[src/rtl/factorizer_pkg.sv]
// Shared types and helpers for the bit-serial factorizer.
package factorizer_pkg;

  typedef enum logic [1:0] {
    IDLE = 2'd0,
    RUN  = 2'd1,
    DONE = 2'd2
  } state_e;

  // Bits needed to hold a residue modulo div (values 0..div-1).
  function automatic int res_width(input int div);
    return (div <= 2) ? 1 : $clog2(div);
  endfunction

endpackage

[src/rtl/factorizer_residue.sv]
// One MSB-first residue accumulator: r <= (2r + bit) mod DIV, with a zero flag on the next value.
module factorizer_residue
  import factorizer_pkg::*;
#(
  parameter int DIV = 2
) (
  input  logic clk,
  input  logic reset,
  input  logic clr_i,
  input  logic step_i,
  input  logic bit_i,
  output logic zero_next_o
);

  localparam int RW = res_width(DIV);

  logic [RW-1:0] res_q;
  logic [RW-1:0] res_d;
  logic [RW:0]   dbl;

  // 2r+b < 2*DIV, so a single conditional subtract reduces it.
  always_comb begin
    dbl = {res_q, bit_i};
    if (dbl >= (RW+1)'(DIV)) begin
      res_d = RW'(dbl - (RW+1)'(DIV));
    end else begin
      res_d = dbl[RW-1:0];
    end
    zero_next_o = (res_d == '0);
  end

  always_ff @(posedge clk) begin
    if (reset || clr_i) begin
      res_q <= '0;
    end else if (step_i) begin
      res_q <= res_d;
    end
  end

endmodule

[src/rtl/factorizer_serial.sv]
// Bit-serial factorizer: tests divisibility of a WIDTH-bit number by 2..MAX_DIV.
// Optional popcount output enabled by defining FACTORIZER_COUNT_EN.
module factorizer_serial
  import factorizer_pkg::*;
#(
  parameter int WIDTH   = 8,
  parameter int MAX_DIV = 9
) (
  input  logic                       clk,
  input  logic                       reset,
  input  logic                       in_valid,
  output logic                       in_ready,
  input  logic [WIDTH-1:0]           number,
  output logic                       out_valid,
  input  logic                       out_ready,
  output logic [MAX_DIV-2:0]         factors
`ifdef FACTORIZER_COUNT_EN
  ,
  output logic [$clog2(MAX_DIV)-1:0] factor_count
`endif
);

  localparam int NUM_DIV = MAX_DIV - 1;
  localparam int BCW     = $clog2(WIDTH);

  state_e             state_q;
  logic [WIDTH-1:0]   shreg_q;
  logic [BCW-1:0]     cnt_q;
  logic               in_ready_q;
  logic               out_valid_q;
  logic [NUM_DIV-1:0] factors_q;
  logic [NUM_DIV-1:0] zero_next;
  logic               accept;
  logic               step;
  logic               last_step;

  // in_ready_q is only ever set while in IDLE, so it doubles as the state qualifier.
  assign accept    = in_ready_q & in_valid;
  assign step      = (state_q == RUN);
  assign last_step = step && (cnt_q == '0);

  generate
    for (genvar gi = 0; gi < NUM_DIV; gi++) begin : g_res
      factorizer_residue #(
        .DIV(gi + 2)
      ) u_res (
        .clk        (clk),
        .reset      (reset),
        .clr_i      (accept),
        .step_i     (step),
        .bit_i      (shreg_q[WIDTH-1]),
        .zero_next_o(zero_next[gi])
      );
    end
  endgenerate

  always_ff @(posedge clk) begin
    if (reset) begin
      state_q     <= IDLE;
      shreg_q     <= '0;
      cnt_q       <= '0;
      in_ready_q  <= 1'b0;
      out_valid_q <= 1'b0;
      factors_q   <= '0;
    end else begin
      case (state_q)
        IDLE: begin
          if (accept) begin
            shreg_q    <= number;
            cnt_q      <= BCW'(WIDTH - 1);
            in_ready_q <= 1'b0;
            state_q    <= RUN;
          end else begin
            in_ready_q <= 1'b1;
          end
        end
        RUN: begin
          shreg_q <= shreg_q << 1;
          cnt_q   <= cnt_q - 1'b1;
          if (cnt_q == '0) begin
            factors_q   <= zero_next;
            out_valid_q <= 1'b1;
            state_q     <= DONE;
          end
        end
        DONE: begin
          if (out_ready) begin
            out_valid_q <= 1'b0;
            in_ready_q  <= 1'b1;
            state_q     <= IDLE;
          end
        end
        default: begin
          state_q <= IDLE;
        end
      endcase
    end
  end

  assign in_ready  = in_ready_q;
  assign out_valid = out_valid_q;
  assign factors   = factors_q;

`ifdef FACTORIZER_COUNT_EN
  localparam int CW = $clog2(MAX_DIV);

  logic [CW-1:0] count_q;
  logic [CW-1:0] popcnt;

  always_comb begin
    popcnt = '0;
    for (int i = 0; i < NUM_DIV; i++) begin
      popcnt = popcnt + CW'(zero_next[i]);
    end
  end

  always_ff @(posedge clk) begin
    if (reset) begin
      count_q <= '0;
    end else if (last_step) begin
      count_q <= popcnt;
    end
  end

  assign factor_count = count_q;
`endif

endmodule

[config.mk]
export PLATFORM = sky130hd
export DESIGN_NAME = factorizer_serial
export DESIGN_NICKNAME = d
export VERILOG_FILES = /design/src/rtl/factorizer_pkg.sv /design/src/rtl/factorizer_residue.sv /design/src/rtl/factorizer_serial.sv
export SDC_FILE = /design/constraint.sdc
export NUM_CORES = 1
export LEC_CHECK = 0
export CORE_MARGIN = 5
export CORE_UTILIZATION = 35
export DETAILED_ROUTE_END_ITERATION = 8
export GPL_TIMING_DRIVEN = 0
export PLACE_DENSITY_LB_ADDON = 0.3
export SLEW_MARGIN = 40
export SYNTH_ARGS = -nofsm -noshare
export SYNTH_HDL_FRONTEND = slang
export SYNTH_SLANG_ARGS = --single-unit
[constraint.sdc]
create_clock -name clk -period 3.3 [get_ports clk]
set_clock_uncertainty 0.1 [all_clocks]
set_input_delay 0.33 -clock clk [delete_from_list [all_inputs] [get_ports clk]]
set_output_delay 0.33 -clock clk [all_outputs]
set_load 0.005 [all_outputs]
# Word-level counts from Yosys, hierarchy flattened
# Index checks and enable logic that the tools add are counted.
# Widths: inputs -> output; s select.
# classes
add_sub_neg,9
magnitude_cmp,8
n_eq_ne,5
n_mux,22
bitwise,2
n_reduce_logical,18
# op_table
operator,count
$pmux 8 s2,1
$logic_not 3->1,5
$mux 3,5
$ge 4x3->1 const B,3
$mux 2,5
$sub 3x3->3 const B,3
$mux 8,1
$logic_not 2->1,3
$pmux 2 s3,1
$pmux 3 s2,1
$reduce_and 2->1,3
$reduce_and 3->1,2
$reduce_bool 2->1,3
$sub 3x1->3 const B,2
$ge 5x4->1 const B,1
$mux 1,5
$ge 4x4->1 const B,1
$logic_not 4->1,1
$mux 4,1
$ne 2x2->1 const B,2
$pmux 1 s2,2
$sub 4x4->4 const B,1
$ge 3x2->1 const B,1
$ge 3x3->1 const B,1
other kinds (10),10
# totals
regBits,44
in_bits,12
output_inout_bits,10
elab_cells,78

# Logic depth before layout (Yosys ltp)
# depth
word_depth,3
mapped_depth,8
ltp_nobuf,6

# Cells and area by module
# Synthesis repeated with hierarchy kept, for this count alone.
# hier_totals
hier_cells,257
hier_area_um2,2155.8
# modules_own_cells
mod,n_inst,cells_per_inst,area_per_inst_um2,seq_area_each_um2
factorizer_serial,1,122,1019.7,460.4
factorizer_residue at g_res[7].u_res,1,40,307.8,80.1
factorizer_residue at g_res[3].u_res,1,26,219.0,60.1
factorizer_residue at g_res[5].u_res,1,24,198.9,60.1
factorizer_residue at g_res[1].u_res,1,16,146.4,40.0
factorizer_residue at g_res[4].u_res,1,17,141.4,60.1
factorizer_residue at g_res[6].u_res,1,7,75.1,40.0
factorizer_residue at g_res[2].u_res,1,4,43.8,20.0
factorizer_residue at g_res[0].u_res,1,1,3.8,0.0

# Worst setup path after synthesis
# Ideal clock, no wire load.
# synth_path
path_type,register to register
startpoint,register shreg_q[7]
endpoint,register factors_q[3] (netlist: factors[3])
setup_time_ns,0.101
arrival_ns,1.524
required_ns,3.099
setup_slack_ns,1.575
stages_incl_launch_ff,8
n_path_buf,1
period_less_slack_ns,1.725
path_cell_list,dfxtp_1 > buf_6 > inv_1 > ha_1 > nand2b_1 > a211oi_1 > nor2_1 > o41ai_1
# synth_between
elab_chain_cells,3
elab_cells_between_ends,4
# synth_lines
item,line_no,source
"start, declared",factorizer_serial.sv:27,logic [WIDTH-1:0] shreg_q;
"start signal, assigned",factorizer_serial.sv:69,shreg_q <= number;
"start signal, assigned",factorizer_serial.sv:78,shreg_q <= shreg_q << 1;
$ge 4x3->1 or $sub 3x3->3 (tied branches),"factorizer_residue.sv:24, factorizer_residue.sv:25",
$mux 3 (*),factorizer_residue.sv:24,if (dbl >= (RW+1)'(DIV)) begin
$logic_not 3->1 (*),factorizer_residue.sv:29,zero_next_o = (res_d == '0);
"end signal, assigned",factorizer_serial.sv:81,factors_q <= zero_next;
"end, declared",factorizer_serial.sv:31,logic [NUM_DIV-1:0] factors_q;
# Every way passes the cells marked *; elsewhere a longest branch is shown, timed or not.
# A chain may end at the register's enable or synchronous reset.

# Worst setup path in the final report
# Ends and elaborated chain as after synthesis.

==> results by stage <==
Synth:
- The most used flip-flop cell after synthesis is sky130_fd_sc_hd__dfxtp_1.
- The number of nets produced by synthesis is 270.
- Counting flops with a built-in enable in the synthesized netlist gives 0.
- The flip-flop and latch count after synthesis is 39.
- The cell type with the highest aggregate area in the netlist is sky130_fd_sc_hd__dfxtp_1.
- A synthesized cell averages 7.894 um^2.
- Synthesis produced 249 cells.
- The Yosys warning count is 0.
- By area the synthesized netlist is led by sky130_fd_sc_hd__dfxtp_1 (40%), sky130_fd_sc_hd__a21oi_1 (6.9%), sky130_fd_sc_hd__nand2_1 (5.9%), sky130_fd_sc_hd__nor2_1 (5.9%), sky130_fd_sc_hd__ha_1 (5.7%).
- Counting instances in the post-synthesis netlist gives the leading cell types as sky130_fd_sc_hd__dfxtp_1 (39), sky130_fd_sc_hd__nand2_1 (31), sky130_fd_sc_hd__nor2_1 (31).
- sky130_fd_sc_hd__dfxtp_1 is the most common cell in the netlist.
- The area share of the largest cell type after synthesis is 39.72%.
- Of all flip-flops after synthesis, the portion carrying an async set or reset was 0%.
- The area of the mapped netlist is 1966 um^2.
- The sequential-to-total area share from yosys stat is 39.72%.
- After synthesis, the netlist uses 43 different library cells.

Detailed routing:
- The routed design has 4954 um of wire.
- The routed wire length per instance is 14.19 um.
- The antenna violation net count after detailed routing is 0.
- The average vias per placed instance is 5.295.
- In this run, the number of DRC markers left after iteration 0 of detailed routing was 92.
- Detailed routing inserted a total of 1,848 vias.
- The remaining design rule violation count is 0.
- The first detailed-routing pass ran for 4 iterations.

Global route:
- The number of global-route vias before repair was 1,824.
- In the global route stage, overall resource usage came out at 14.62%.
- The largest net degree at the start of global routing is 13.
- The total congestion overflow after global routing is 0.
- The initial antenna violation count was 0.
- The wire length of the first global-routing pass is 8687 um.

Floorplanning:
- The floorplan step defined a die boundary enclosing 7215 um^2.
- For this configuration, the core starts out at a cell density of 35.92%.
- The width of the chip is 84.94 um.
- During I/O placement, the number of pins put on the boundary was 22.
- From bottom edge to top edge, the die measures 84.94 um.
- After floorplanning, the core was divided into 27 placement rows.
- The total area inside the core boundary comes to 5473 um^2.

Clocking:
- Clock-pin slew was measured on the worst setup and hold paths at 0.08 ns.
- At the later pin of the worst-skew pair, clock insertion delay measures 0.29 ns.
- The CTS buffer count is 5.
- The number of buffers inserted by hold repair at cts is 0.
- The total of cells resized after clock tree synthesis is 0.
- TritonCTS built the clock tree.
- For this design, the sink count on the clock tree is 39.
- The clock root buffer is sky130_fd_sc_hd__clkbuf_8.
- The H-tree generated during clock tree synthesis spans 2 levels.
- The buffer levels on the longest clock path is 2.
- The buffer count from post-CTS setup fixing is 0.

Timing:
- The total setup violations reported at the end of the flow is 0.
- In this run the tightest slew margin relative to its limit is 61.81%.
- The final period utilization is 62.11%.
- The final-report hold violation count is 0.
- The smallest clock period supported by the final layout is computed as 2.049 ns.
- Setup repair after global routing left no endpoint under its margin.
- The timing-limited maximum frequency is 487.9 MHz.
- The transition time at the pin with the least slew margin is 0.5729 ns.
- The final number of max-transition violations is 0.
- The total negative slack for setup checks is 0 ns.

Finish:
- The layout-stage area growth over the synthesis result is 21.51%.
- The fraction of the core area covered by cells at the end of the flow is 43.64%.
- After the last flow step, the layout net total stands at 297.
- Fill cells in the final layout number 571.
- The count of inserted antenna diode cells is 0.
- The post-route non-filler standard cell count is 349.
- Summing all non-filler instances in the final layout gives an area of 2389 um^2.
- The fraction of layout instances using a drive strength above 1 is 6.859%.

Critical path:
- The kind of capture point of the worst setup path is a flip-flop.
- For the worst setup path, the data required time is 3.38 ns.
- The arrival time at the worst endpoint is 2.13 ns.
- STA classifies the critical path startpoint as a flip-flop.
- The startpoint-to-endpoint class of the critical path is flip-flop to flip-flop.
- Of all nets on the critical path, the largest fanout is 10.

Placement:
- The HPWL after detailed placement is 3368 um.
- The total of buffers placed on input and output ports is 20.
- The placement-stage cell area is 2256 um^2.
- The routability-driven placement congestion ratio is 0.8206.
- The placed instance count is 341.

Status:
- The flow ran to the end, and the final reports show no timing, DRC or antenna violations.

Min path:
- The tightest min-delay check is of the flip-flop to flip-flop type.

Pwr:
- IR analysis of the VDD net gives a maximum drop of 0.2856 mV.
- The power density of the placed cells is 512.4 nW/um^2.
- Summed over all cells, the static leakage comes to 0.8558 nW.
- The overall power is 0.001224 W.

Run:
- The max capacitance violation total is 0.
==> metrics by stage <==
step,worst slack (ns),hold slack (ns)
after CTS,1.271,0.3614
final,1.251,0.3561
after global placement,1.284,0.3448
after floorplan,1.575,0.3363
after detailed placement,1.282,0.3497
after global routing,1.112,0.3901
==> layer usage <==
metal	track usage [%]	vias up	wire length, um
met2	22.88	42	2237
met3	3.495	7	248
met4	5.324	0	47
met5	0	-	0
li1	-	945	-
met1	19.52	854	2421
==> cell usage in the layout, fill, tap and decap left out, types with 2 or more instances in the layout <==
master / instances
sky130_fd_sc_hd__o31ai_1: 2
sky130_fd_sc_hd__nor3_1: 12
sky130_fd_sc_hd__nand3_1: 5
sky130_fd_sc_hd__clkbuf_1: 9
sky130_fd_sc_hd__nand2b_1: 4
sky130_fd_sc_hd__nand3b_1: 5
sky130_fd_sc_hd__a211oi_1: 6
sky130_fd_sc_hd__nand2_1: 31
sky130_fd_sc_hd__o211ai_1: 2
sky130_fd_sc_hd__clkdlybuf4s50_1: 20
sky130_fd_sc_hd__o21ai_0: 17
sky130_fd_sc_hd__ha_1: 9
sky130_fd_sc_hd__nor4_1: 2
sky130_fd_sc_hd__dfxtp_1: 39
sky130_fd_sc_hd__a311oi_1: 7
sky130_fd_sc_hd__nor2_1: 31
sky130_fd_sc_hd__o21a_1: 2
sky130_fd_sc_hd__buf_2: 6
sky130_fd_sc_hd__o41ai_1: 2
sky130_fd_sc_hd__bufinv_16: 2
sky130_fd_sc_hd__a21oi_1: 27
sky130_fd_sc_hd__inv_1: 9
sky130_fd_sc_hd__clkbuf_8: 5
==> path summary, 6_finish.rpt <==
check | from | to | slack, ns | depth (start not counted)
hold reg to reg | g_res[6].u_res.res_q[1] | g_res[6].u_res.res_q[1] | 0.36 | 2
setup / recovery | shreg_q[7] | factors[3] | 1.25 | 7
setup reg to reg | shreg_q[7] | factors[3] | 1.25 | 7
hold / removal | g_res[6].u_res.res_q[1] | g_res[6].u_res.res_q[1] | 0.36 | 2
==> sequential cells by signal (all words and copies together) (netlist names) <==
signal             count
cnt_q                  3
factors                8
g_res.u_res.res_q     16
in_ready               1
out_valid              1
shreg_q                8
state_q                2
==> cell families after synthesis <==
| kind of cell | count (synthesis) | synth area share, % |
|---|---|---|
| mux | 2 | 1.082 |
| flops | 39 | 39.72 |
| simple gates | 99 | 23.68 |
| buf+inv | 25 | 5.729 |
| compound gates | 73 | 23.17 |
| xor+xnor | 2 | 0.8913 |
| fa+ha+maj | 9 | 5.729 |
==> cell type report <==
type / count / area (um^2) / area share [%]
buffer: 16 / 78.83 / 3.300
clock buffer: 6 / 72.57 / 3.038
clock inverter: 2 / 60.06 / 2.514
inverter: 9 / 33.78 / 1.414
multi-input combinational: 185 / 1072 / 44.89
sequential: 39 / 780.7 / 32.69
tap: 72 / 90.09 / 3.772
timing repair buffer: 20 / 200.2 / 8.381
==> power by group <==
part | leakage (nW) | switching (W) | total (W) | internal, W
combinational | 0.473 | 0.000127 | 0.000221 | 0.0000941
sequential | 0.318 | 0.0000252 | 0.000529 | 0.000503
clock | 0.0654 | 0.000172 | 0.000474 | 0.000302
==> worst max-delay path, cell delays in order (launching register included) <==
cell	delay [ns]
sky130_fd_sc_hd__dfxtp_1	0.40
sky130_fd_sc_hd__buf_6	0.18
sky130_fd_sc_hd__inv_1	0.18
sky130_fd_sc_hd__ha_1	0.30
sky130_fd_sc_hd__nand2b_1	0.10
sky130_fd_sc_hd__a211oi_1	0.31
sky130_fd_sc_hd__nor2_1	0.07
sky130_fd_sc_hd__o41ai_1	0.30
No activity file was read; power rests on OpenSTA's default activity.
